===== config.mk =====
export PLATFORM = sky130hd
export DESIGN_NAME = sample_stream_port
export DESIGN_NICKNAME = d
export VERILOG_FILES = /design/src/rtl/sample_stream_port.sv
export SDC_FILE = /design/constraint.sdc
export NUM_CORES = 1
export LEC_CHECK = 0
export ABC_CLOCK_PERIOD_IN_PS = 5000
export CORE_MARGIN = 5
export CORE_UTILIZATION = 45
export CTS_BUF_LIST = sky130_fd_sc_hd__clkbuf_4 sky130_fd_sc_hd__clkbuf_8 sky130_fd_sc_hd__clkbuf_16
export DETAILED_ROUTE_END_ITERATION = 6
export SLEW_MARGIN = 20
export SYNTH_ARGS = -nofsm -noshare
export SYNTH_HDL_FRONTEND = slang
export SYNTH_SLANG_ARGS = --single-unit

===== constraint.sdc =====
create_clock -name clk -period 5 [get_ports clk]
set_input_delay 1.25 -clock clk [delete_from_list [all_inputs] [get_ports clk]]
set_output_delay 1.25 -clock clk [all_outputs]
set_load 0.02 [all_outputs]

===== src/rtl/sample_stream_port.sv =====
// Sample I/O responder for the controller's active-low new_in / new_out requests.
// Buffers input samples for the data-RAM write path and rounds/saturates MAC results onto the output stream.
//
// Input request FSM:
//   state | meaning
//   IDLE  | no input request outstanding
//   WAIT  | request seen on an empty FIFO; stall raised, timeout running
module sample_stream_port #(
  parameter int DATA_W    = 16,
  parameter int ACC_W     = 40,
  parameter int SHIFT     = 15,
  parameter int IN_DEPTH  = 8,
  parameter int OUT_DEPTH = 8,
  parameter int TIMEOUT   = 64
) (
  input  logic                       clk,
  input  logic                       rst,
  input  logic                       en,
  input  logic [DATA_W-1:0]          s_in_data,
  input  logic                       s_in_valid,
  output logic                       s_in_ready,
  input  logic                       new_in,
  output logic [DATA_W-1:0]          smp_data,
  output logic                       smp_valid,
  output logic                       stall,
  input  logic                       new_out,
  input  logic [ACC_W-1:0]           mac_res,
  output logic [DATA_W-1:0]          m_out_data,
  output logic                       m_out_valid,
  input  logic                       m_out_ready,
  output logic [$clog2(IN_DEPTH):0]  in_level,
  output logic [$clog2(OUT_DEPTH):0] out_level,
  output logic                       err_underflow,
  output logic                       err_overflow,
  input  logic                       clr_err
);

  localparam int IN_AW  = $clog2(IN_DEPTH);
  localparam int OUT_AW = $clog2(OUT_DEPTH);
  localparam int CNT_W  = (TIMEOUT > 1) ? $clog2(TIMEOUT) : 1;
  localparam int SH1    = (SHIFT > 0) ? SHIFT - 1 : 0;
  localparam logic [ACC_W:0] RND = (SHIFT > 0) ? ((ACC_W+1)'(1) << SH1) : '0;
  localparam logic signed [ACC_W:0] SAT_MAX = {{(ACC_W-DATA_W+2){1'b0}}, {(DATA_W-1){1'b1}}};
  localparam logic signed [ACC_W:0] SAT_MIN = {{(ACC_W-DATA_W+2){1'b1}}, {(DATA_W-1){1'b0}}};

  typedef enum logic {IDLE, WAIT} in_state_t;

  in_state_t state, state_nxt;

  logic new_in_q, new_out_q;
  logic req_in, req_out;

  logic [DATA_W-1:0] in_mem [IN_DEPTH];
  logic [IN_AW-1:0]  in_wr, in_rd;
  logic [IN_AW:0]    in_cnt;
  logic              in_full, in_empty, in_push, in_pop;

  logic [DATA_W-1:0] out_mem [OUT_DEPTH];
  logic [OUT_AW-1:0] out_wr, out_rd;
  logic [OUT_AW:0]   out_cnt;
  logic              out_full, out_empty, out_push, out_pop, out_drop;

  logic [CNT_W-1:0]  wait_cnt;
  logic              load_cnt, serve, time_out;

  logic signed [ACC_W:0] sum, shifted;
  logic [DATA_W-1:0]     sat;

  // Requests are falling edges; the edge registers follow the pins even with en low.
  always_ff @(posedge clk) begin
    if (!rst) begin
      new_in_q  <= 1'b1;
      new_out_q <= 1'b1;
    end else begin
      new_in_q  <= new_in;
      new_out_q <= new_out;
    end
  end

  assign req_in  = !new_in  && new_in_q  && en;
  assign req_out = !new_out && new_out_q && en;

  assign in_full    = (in_cnt == (IN_AW+1)'(IN_DEPTH));
  assign in_empty   = (in_cnt == '0);
  assign s_in_ready = rst && !in_full;
  assign in_push    = s_in_valid && s_in_ready;
  assign in_level   = in_cnt;

  always_ff @(posedge clk) begin
    if (!rst) begin
      in_wr  <= '0;
      in_rd  <= '0;
      in_cnt <= '0;
    end else begin
      if (in_push) in_wr <= in_wr + 1'b1;
      if (in_pop)  in_rd <= in_rd + 1'b1;
      case ({in_push, in_pop})
        2'b10:   in_cnt <= in_cnt + 1'b1;
        2'b01:   in_cnt <= in_cnt - 1'b1;
        default: in_cnt <= in_cnt;
      endcase
    end
  end

  always_ff @(posedge clk) begin
    if (in_push) in_mem[in_wr] <= s_in_data;
  end

  always_ff @(posedge clk) begin
    if (!rst) state <= IDLE;
    else      state <= state_nxt;
  end

  always_comb begin
    state_nxt = state;
    in_pop    = 1'b0;
    serve     = 1'b0;
    time_out  = 1'b0;
    load_cnt  = 1'b0;
    case (state)
      IDLE: begin
        if (req_in) begin
          if (!in_empty) begin
            in_pop = 1'b1;
            serve  = 1'b1;
          end else begin
            state_nxt = WAIT;
            load_cnt  = 1'b1;
          end
        end
      end
      WAIT: begin
        if (!in_empty) begin
          in_pop    = 1'b1;
          serve     = 1'b1;
          state_nxt = IDLE;
        end else if (wait_cnt == '0) begin
          time_out  = 1'b1;
          state_nxt = IDLE;
        end
      end
      default: state_nxt = IDLE;
    endcase
  end

  assign stall = (state == WAIT);

  // Down-counter: loaded on WAIT entry, terminal count at zero gives TIMEOUT wait cycles.
  always_ff @(posedge clk) begin
    if (!rst) begin
      wait_cnt      <= '0;
      smp_data      <= '0;
      smp_valid     <= 1'b0;
      err_underflow <= 1'b0;
    end else begin
      if (load_cnt)                            wait_cnt <= CNT_W'(TIMEOUT - 1);
      else if (state == WAIT && wait_cnt != '0) wait_cnt <= wait_cnt - 1'b1;
      smp_valid <= serve || time_out;
      if (serve)         smp_data <= in_mem[in_rd];
      else if (time_out) smp_data <= '0;
      if (time_out)     err_underflow <= 1'b1;
      else if (clr_err) err_underflow <= 1'b0;
    end
  end

  assign sum     = $signed({mac_res[ACC_W-1], mac_res}) + $signed(RND);
  assign shifted = sum >>> SHIFT;

  always_comb begin
    sat = shifted[DATA_W-1:0];
    if (shifted > SAT_MAX)      sat = {1'b0, {(DATA_W-1){1'b1}}};
    else if (shifted < SAT_MIN) sat = {1'b1, {(DATA_W-1){1'b0}}};
  end

  assign out_full    = (out_cnt == (OUT_AW+1)'(OUT_DEPTH));
  assign out_empty   = (out_cnt == '0);
  assign m_out_valid = !out_empty;
  assign out_pop     = m_out_valid && m_out_ready;
  assign out_push    = req_out && (!out_full || out_pop);
  assign out_drop    = req_out && out_full && !out_pop;
  assign out_level   = out_cnt;
  assign m_out_data  = out_empty ? '0 : out_mem[out_rd];

  always_ff @(posedge clk) begin
    if (!rst) begin
      out_wr       <= '0;
      out_rd       <= '0;
      out_cnt      <= '0;
      err_overflow <= 1'b0;
    end else begin
      if (out_push) out_wr <= out_wr + 1'b1;
      if (out_pop)  out_rd <= out_rd + 1'b1;
      case ({out_push, out_pop})
        2'b10:   out_cnt <= out_cnt + 1'b1;
        2'b01:   out_cnt <= out_cnt - 1'b1;
        default: out_cnt <= out_cnt;
      endcase
      if (out_drop)     err_overflow <= 1'b1;
      else if (clr_err) err_overflow <= 1'b0;
    end
  end

  always_ff @(posedge clk) begin
    if (out_push) out_mem[out_wr] <= sat;
  end

endmodule


==> impl_metrics.yaml, run 1 <==
global_route:
  grt_use_met3_pct: 3.254
  overflow: 0
  grtUsageMet2_pct: 27.94
  busiest_layer: "met2"
  grt_start_max_net_pins: 51
  grt_usage_pct: 16.52
  use_met1_pct: 22.18
  grt_pass1_vias: 7597
  grt_first_pass_wirelength_mm: 42.51
  antenna_found_initial: 2
yosys:
  yosysSeqAreaShare_pct: 67.72
  synth-edff-count: 256
  synth.most_common_cell: "edfxtp_1"
  ys_ff_latch: 310
  yosysWarnings: 0
  synth_ff_type: "edfxtp_1"
  synth.avg_cell_area_um2: 16.45
  synthCells: 787
  synth_area_leaders: "edfxtp_1 59%, mux4_2 11%, dfxtp_1 8.3%, mux2i_1 2.7%, nor2_1 1.6%"
  netlist_area_um2: 12950
  synthTopCellsByCount: "256 x edfxtp_1, 64 x mux4_2, 54 x dfxtp_1, 54 x nor2_1, 35 x mux2i_1"
  syn_nets: 865
  yosys.area.top_type: "edfxtp_1"
  ys_async_sr_fraction_pct: 0
  netlist.area_leader.share_pct: 59.37
  synth.distinct_cells: 62
sta:
  slew_viol_final: 0
  min_period_ns: 4.080
  setup-tns-final_ns: 0
  fmax_mhz: 245.1
  worst_pin_slew_ns: 0.8628
  clock_skew_ns: 0.02093
  hold_viol_final: 0
  relSlewSlack_pct: 42.48
  worst_slack_ns: 0.9204
  rsz0062_at_grt: "no"
  setup_violations: 0
  fin_crit_sh_pct: 81.59
die:
  start_util_pct: 45.35
  rows: 62
  dieArea_um2: 32270
  dieWidth_um: 179.6
  die_y_um: 179.6
  ios: 110
  coreArea_um2: 28550
routing:
  drtIter0Drc: 446
  vias: 7245
  wl_per_cell_um: 20.38
  drc: 0
  first_pass_iters: 5
  drt.antenna.violating_nets: 0
  wirelength_mm: 26.94
  via_per_inst: 5.480
clock_tree:
  cts_root_buf: "clkbuf_16"
  postCtsSetupRepairBufs: 0
  ctsHoldBuffers: 0
  clock_path_buffers: 3
  cts_tree: "done"
  cts_resized: 0
  cts_num_sinks: 310
  clkLatencyLatePin_ns: 0.51
  cts_inserted_buffers: 34
  cts.reportedPaths.clkPinSlew_ns: 0.06
  cts_htree_levels: 2
min_path:
  hp-class: "reg2reg"
critical_path:
  endpoint_kind: "primary output"
  critPathLaunchType: "flop"
  arrival_ns: 2.83
  cp_max_fo: 14
  worst-setup-path-type: "reg2out"
  required_ns: 3.75
run:
  drv_cap: 0
pwr:
  power_frac_seq_pct: 43.8
  powerDensity_nw_per_um2: 432.0
  p_int_mw: 5.048
  switching_power_mw: 1.719
  swShare_pct: 25.41
  p_comb_share_pct: 18.9
  power_leakage_nw: 5.016
  peakVddDrop_mv: 0.3242
  clkPwrFrac_pct: 37.3
placement:
  place_hpwl_mm: 16.78
  post-place-ws_ns: 0.4829
  io_buffers: 95
  gp_congestion: 0.7975
finish:
  n_antenna_cell: 0
  area_delta_synth_final_pct: 20.98
  nFillCells: 2322
  nNetsFinal: 991
  final_layout_size_suffix_gt1_share_pct: 19.62
run_status:
  status: "complete, no violations"
flip-flops by register name, indices dropped and copies added (netlist names), 3 cells and up, named ones only:
signal and flops:
in_wr 3, out_level 4, out_rd 3, in_rd 3, smp_data 16, out_wr 3, in_level 4, out_mem 128
in_mem 128, wait_cnt 6
final cells by class:
cell class | instances | area (um^2) | area share, %
repair buffers | 123 | 1161 | 7.413
inverters | 18 | 67.56 | 0.4313
well taps | 384 | 480.5 | 3.067
multi-input cells | 426 | 4030 | 25.73
flip-flops and latches | 310 | 8772 | 56.00
clock buffers | 44 | 944.7 | 6.031
clock inverters | 17 | 207.7 | 1.326
cell usage in the layout, fill, tap and decap left out, types with 5 or more instances in the layout:
| master | synthesis | layout |
|---|---|---|
| a21boi_0 | 10 | 10 |
| a21oi_1 | 23 | 23 |
| a22oi_1 | 6 | 6 |
| a22oi_2 | 10 | 10 |
| and2_1 | 16 | 16 |
| and3_1 | 6 | 6 |
| buf_4 | 0 | 28 |
| clkbuf_16 | 0 | 34 |
| clkbuf_4 | 0 | 7 |
| clkdlybuf4s50_1 | 0 | 95 |
| dfxtp_1 | 54 | 51 |
| edfxtp_1 | 256 | 256 |
| ha_1 | 12 | 12 |
| inv_1 | 16 | 16 |
| mux2i_1 | 35 | 35 |
| mux4_2 | 64 | 64 |
| nand2_1 | 32 | 32 |
| nand2b_1 | 9 | 9 |
| nand3_1 | 16 | 16 |
| nand4_1 | 6 | 6 |
| nor2_1 | 54 | 54 |
| nor2b_1 | 21 | 21 |
| nor3_1 | 11 | 5 |
| o21ai_0 | 7 | 7 |
| xnor2_1 | 21 | 21 |
| xor2_1 | 10 | 10 |
logic make-up after synthesis:
group                      share of synthesized area (%)
adders and majority gates                          1.469
buffers and inverters                              1.672
DFF                                                67.72
muxes                                              13.84
and+or+nand+nor                                    8.137
xor gates and xnor gates                           2.097
AOI/OAI and AO/OA                                  5.064
power by group through the flow:
stage	logic (mW)	clock network [mW]	registers [mW]
6_report	1.28	2.53	2.96
5_1_grt	1.40	2.70	2.97
4_1_cts	1.31	2.58	2.96
3_5_place_dp	1.30	0	3.02
3_3_place_gp	1.28	0	3.01
2_1_floorplan	0.818	0	3.01
routing by layer:
| metal | routed length, um | vias to the layer above |
|---|---|---|
| li1 | - | 3327 |
| met1 | 11620 | 3707 |
| met2 | 13620 | 166 |
| met3 | 1224 | 41 |
| met4 | 447 | 4 |
| met5 | 21 | - |
metrics by stage:
stage / power [mW] / util, % / cells / area (um^2) / hold slack [ns]
finish: 6.767 / 54.87 / 1322 / 15660 / 0.5037
global route: 7.072 / 54.87 / 1322 / 15660 / 0.5441
CTS: 6.851 / 54.87 / 1322 / 15660 / 0.5077
detailed placement: 4.321 / 50.83 / 1261 / 14510 / 0.4943
global placement: 4.295 / 50.83 / 1261 / 14510 / 0.4748
floorplan: 3.824 / - / 787 / 12950 / 0.4667
final timing paths:
path / startpoint / end / slack (ns) / cells past startpoint
worst max-delay path: flop / m_out_data[3] / 0.92 / 5
worst min-delay path: in_wr[0]$_SDFFE_PN0P_ / in_wr[0]$_SDFFE_PN0P_ / 0.50 / 2
worst max register to register: out_level[0]$_SDFFE_PN0P_ / out_level[3]$_SDFFE_PN0P_ / 1.93 / 12
worst min register to register: in_wr[0]$_SDFFE_PN0P_ / in_wr[0]$_SDFFE_PN0P_ / 0.50 / 2
worst max-delay path: stages, from the launching register on:
cell	delay (ns)
dfxtp_2	0.63
buf_4	0.31
mux4_2	0.51
mux2i_1	0.24
nor2_1	0.07
clkdlybuf4s50_1	0.56
Note: power is estimated with default switching activity, not from simulation.
==> run 2: changes to the inputs <==
--- a/config.mk
+++ b/config.mk
@@ -5,7 +5,7 @@
 export SDC_FILE = /design/constraint.sdc
 export NUM_CORES = 1
 export LEC_CHECK = 0
-export ABC_CLOCK_PERIOD_IN_PS = 5000
+export ABC_CLOCK_PERIOD_IN_PS = 3810
 export CORE_MARGIN = 5
 export CORE_UTILIZATION = 45
 export CTS_BUF_LIST = sky130_fd_sc_hd__clkbuf_4 sky130_fd_sc_hd__clkbuf_8 sky130_fd_sc_hd__clkbuf_16
==> constraint.sdc (replaced) <==
create_clock -name clk -period 3.81 [get_ports clk]
set_input_delay 0.9525 -clock clk [delete_from_list [all_inputs] [get_ports clk]]
set_output_delay 0.9525 -clock clk [all_outputs]
set_load 0.02 [all_outputs]
==> run 2 against run 1 <==
Compared with the run above:
- via count decreased by 0.12%
- non-clock buffer count is 20 higher
- die area unchanged
- register-to-register slack worse by 1.2 ns
- cell count is 1.5% higher
- critical path depth stayed put
- final area rose by 0.53%
- power grew 28%
- combinational power is 34% higher
- worst setup slack worse by 0.68 ns
- highest routed layer unchanged
==> impl_metrics.yaml, run 2 (synthesized netlist as in run 1, its figures left out) <==
run_status:
  status: "complete, no violations"
finish:
  n_antenna_cell: 0
  nNetsFinal: 1011
  layout_commonest_cell: "edfxtp_1"
  area_delta_synth_final_pct: 21.63
  multi_input_area_um2: 4030
  final_cell_mix: "256 x edfxtp_1, 95 x clkdlybuf4s50_1, 64 x mux4_2"
  final_layout_size_suffix_gt1_share_pct: 21.19
  final_cell_count_no_fill: 1342
  nFillCells: 2327
  reg.largest.list: "in_mem x128, out_mem x128, smp_data x16"
  regArea_um2: 8772
  final_cell_area_um2: 15750
  final_core_util_pct: 55.16
routing:
  wirelength_mm: 27.53
  drtIter0Drc: 433
  first_pass_iters: 4
  vias: 7236
  drt.antenna.violating_nets: 0
  via_per_inst: 5.392
  drc: 0
  wl_per_cell_um: 20.51
die:
  coreArea_um2: 28550
  dieArea_um2: 32270
  die_y_um: 179.6
  start_util_pct: 45.35
  rows: 62
  ios: 110
  dieWidth_um: 179.6
clock_tree:
  cts_resized: 0
  cts_inserted_buffers: 34
  cts.reportedPaths.clkPinSlew_ns: 0.06
  clkLatencyLatePin_ns: 0.50
  postCtsSetupRepairBufs: 0
  cts_root_buf: "clkbuf_16"
  cts_num_sinks: 310
  cts_htree_levels: 2
  ctsHoldBuffers: 0
  cts_tree: "done"
  clock_path_buffers: 3
placement:
  placed_cell_area_um2: 14670
  gp_congestion: 0.7572
  place_hpwl_mm: 17.46
  io_buffers: 95
  placedCellCount: 1281
pwr:
  p_int_mw: 6.450
  switching_power_mw: 2.235
  p_comb_share_pct: 19.8
  power_leakage_nw: 5.077
  clkPwrFrac_pct: 35.5
  power_frac_seq_pct: 44.7
  peakVddDrop_mv: 0.3177
  p_total_mw: 8.685
  powerDensity_nw_per_um2: 551.5
  swShare_pct: 25.74
sta:
  clock_skew_ns: 0.01412
  min_period_ns: 3.568
  worst_pin_slew_ns: 0.9428
  relSlewSlack_pct: 37.15
  hold_viol_final: 0
  setup_violations: 0
  fmax_mhz: 280.3
  whs_ns: 0.4985
  fin_crit_sh_pct: 93.64
  slew_viol_final: 0
  rsz0062_at_grt: "no"
critical_path:
  r2r_cells: 12
  critPathLaunchType: "flop"
  required_ns: 2.86
  worst-setup-path-type: "reg2out"
  arrival_ns: 2.62
  endpoint_kind: "primary output"
  cp_max_fo: 27
global_route:
  grt_usage_pct: 16.73
  antenna_found_initial: 2
  grtUsageMet2_pct: 28.62
  use_met1_pct: 22.48
  overflow: 0
  grt_use_met3_pct: 3.476
  grt_first_pass_wirelength_mm: 42.81
  grt_start_max_net_pins: 51
  busiest_layer: "met2"
  grt_pass1_vias: 7580
min_path:
  hold_path_depth: 2
  hp-class: "reg2reg"
run:
  drv_cap: 0
## run 2: cell count changes in the layout (fill, tap and decap cells not counted)
cell | previous run | this run
clkbuf_4 | 7 | 11
inv_8 | 1 | 0
clkinv_1 | 4 | 5
clkinv_2 | 4 | 3
clkinvlp_4 | 1 | 2
buf_12 | 0 | 1
bufinv_16 | 4 | 1
buf_4 | 28 | 47
clkbuf_8 | 3 | 2
## run 2: routing by layer
metal / up-vias / wire length (um)
li1: 3369 / -
met1: 3679 / 11930
met2: 147 / 13780
met3: 37 / 1403
met4: 4 / 399
met5: - / 21
## run 2: per-stage QoR
stage	worst slack (ns)	setup TNS, ns
after floorplan	0.2680	0
after global placement	0.01869	0
after detailed placement	-0.2145	-3.862
after CTS	0.1408	0
after global routing	0.07488	0
final	0.2422	0
## run 2: path summary, 6_finish.rpt
check / end / start / slack [ns]
worst max-delay path: m_out_data[12] / flop / 0.24
worst min-delay path: flop / in_rd[1]$_SDFFE_PN0P_ / 0.50
worst max register to register: out_level[3]$_SDFFE_PN0P_ / out_level[0]$_SDFFE_PN0P_ / 0.75
worst min register to register: flop / in_rd[1]$_SDFFE_PN0P_ / 0.50
## run 2: final cells by class
cell class                      instances  area share, %
Sequential cell                       310          55.70
Multi-Input combinational cell        426          25.59
Tap cell                              384          3.051
Clock buffer                           47          6.102
Timing Repair Buffer                  143          8.406
Clock inverter                         14         0.7151
Inverter                               18         0.4290
## run 2: critical path, stage by stage, from the launching register on
cell	delay [ns]
dfxtp_2	0.47
buf_12	0.28
mux4_2	0.52
mux2i_1	0.21
nor2_1	0.06
clkdlybuf4s50_1	0.56
## run 2: power by group through the flow
stage | logic [mW] | registers, mW | clock network, mW
3_3_place_gp | 1.70 | 3.95 | 0
3_5_place_dp | 1.75 | 3.96 | 0
2_1_floorplan | 1.07 | 3.95 | 0
6_report | 1.72 | 3.88 | 3.08
5_1_grt | 1.87 | 3.90 | 3.33
4_1_cts | 1.76 | 3.89 | 3.16
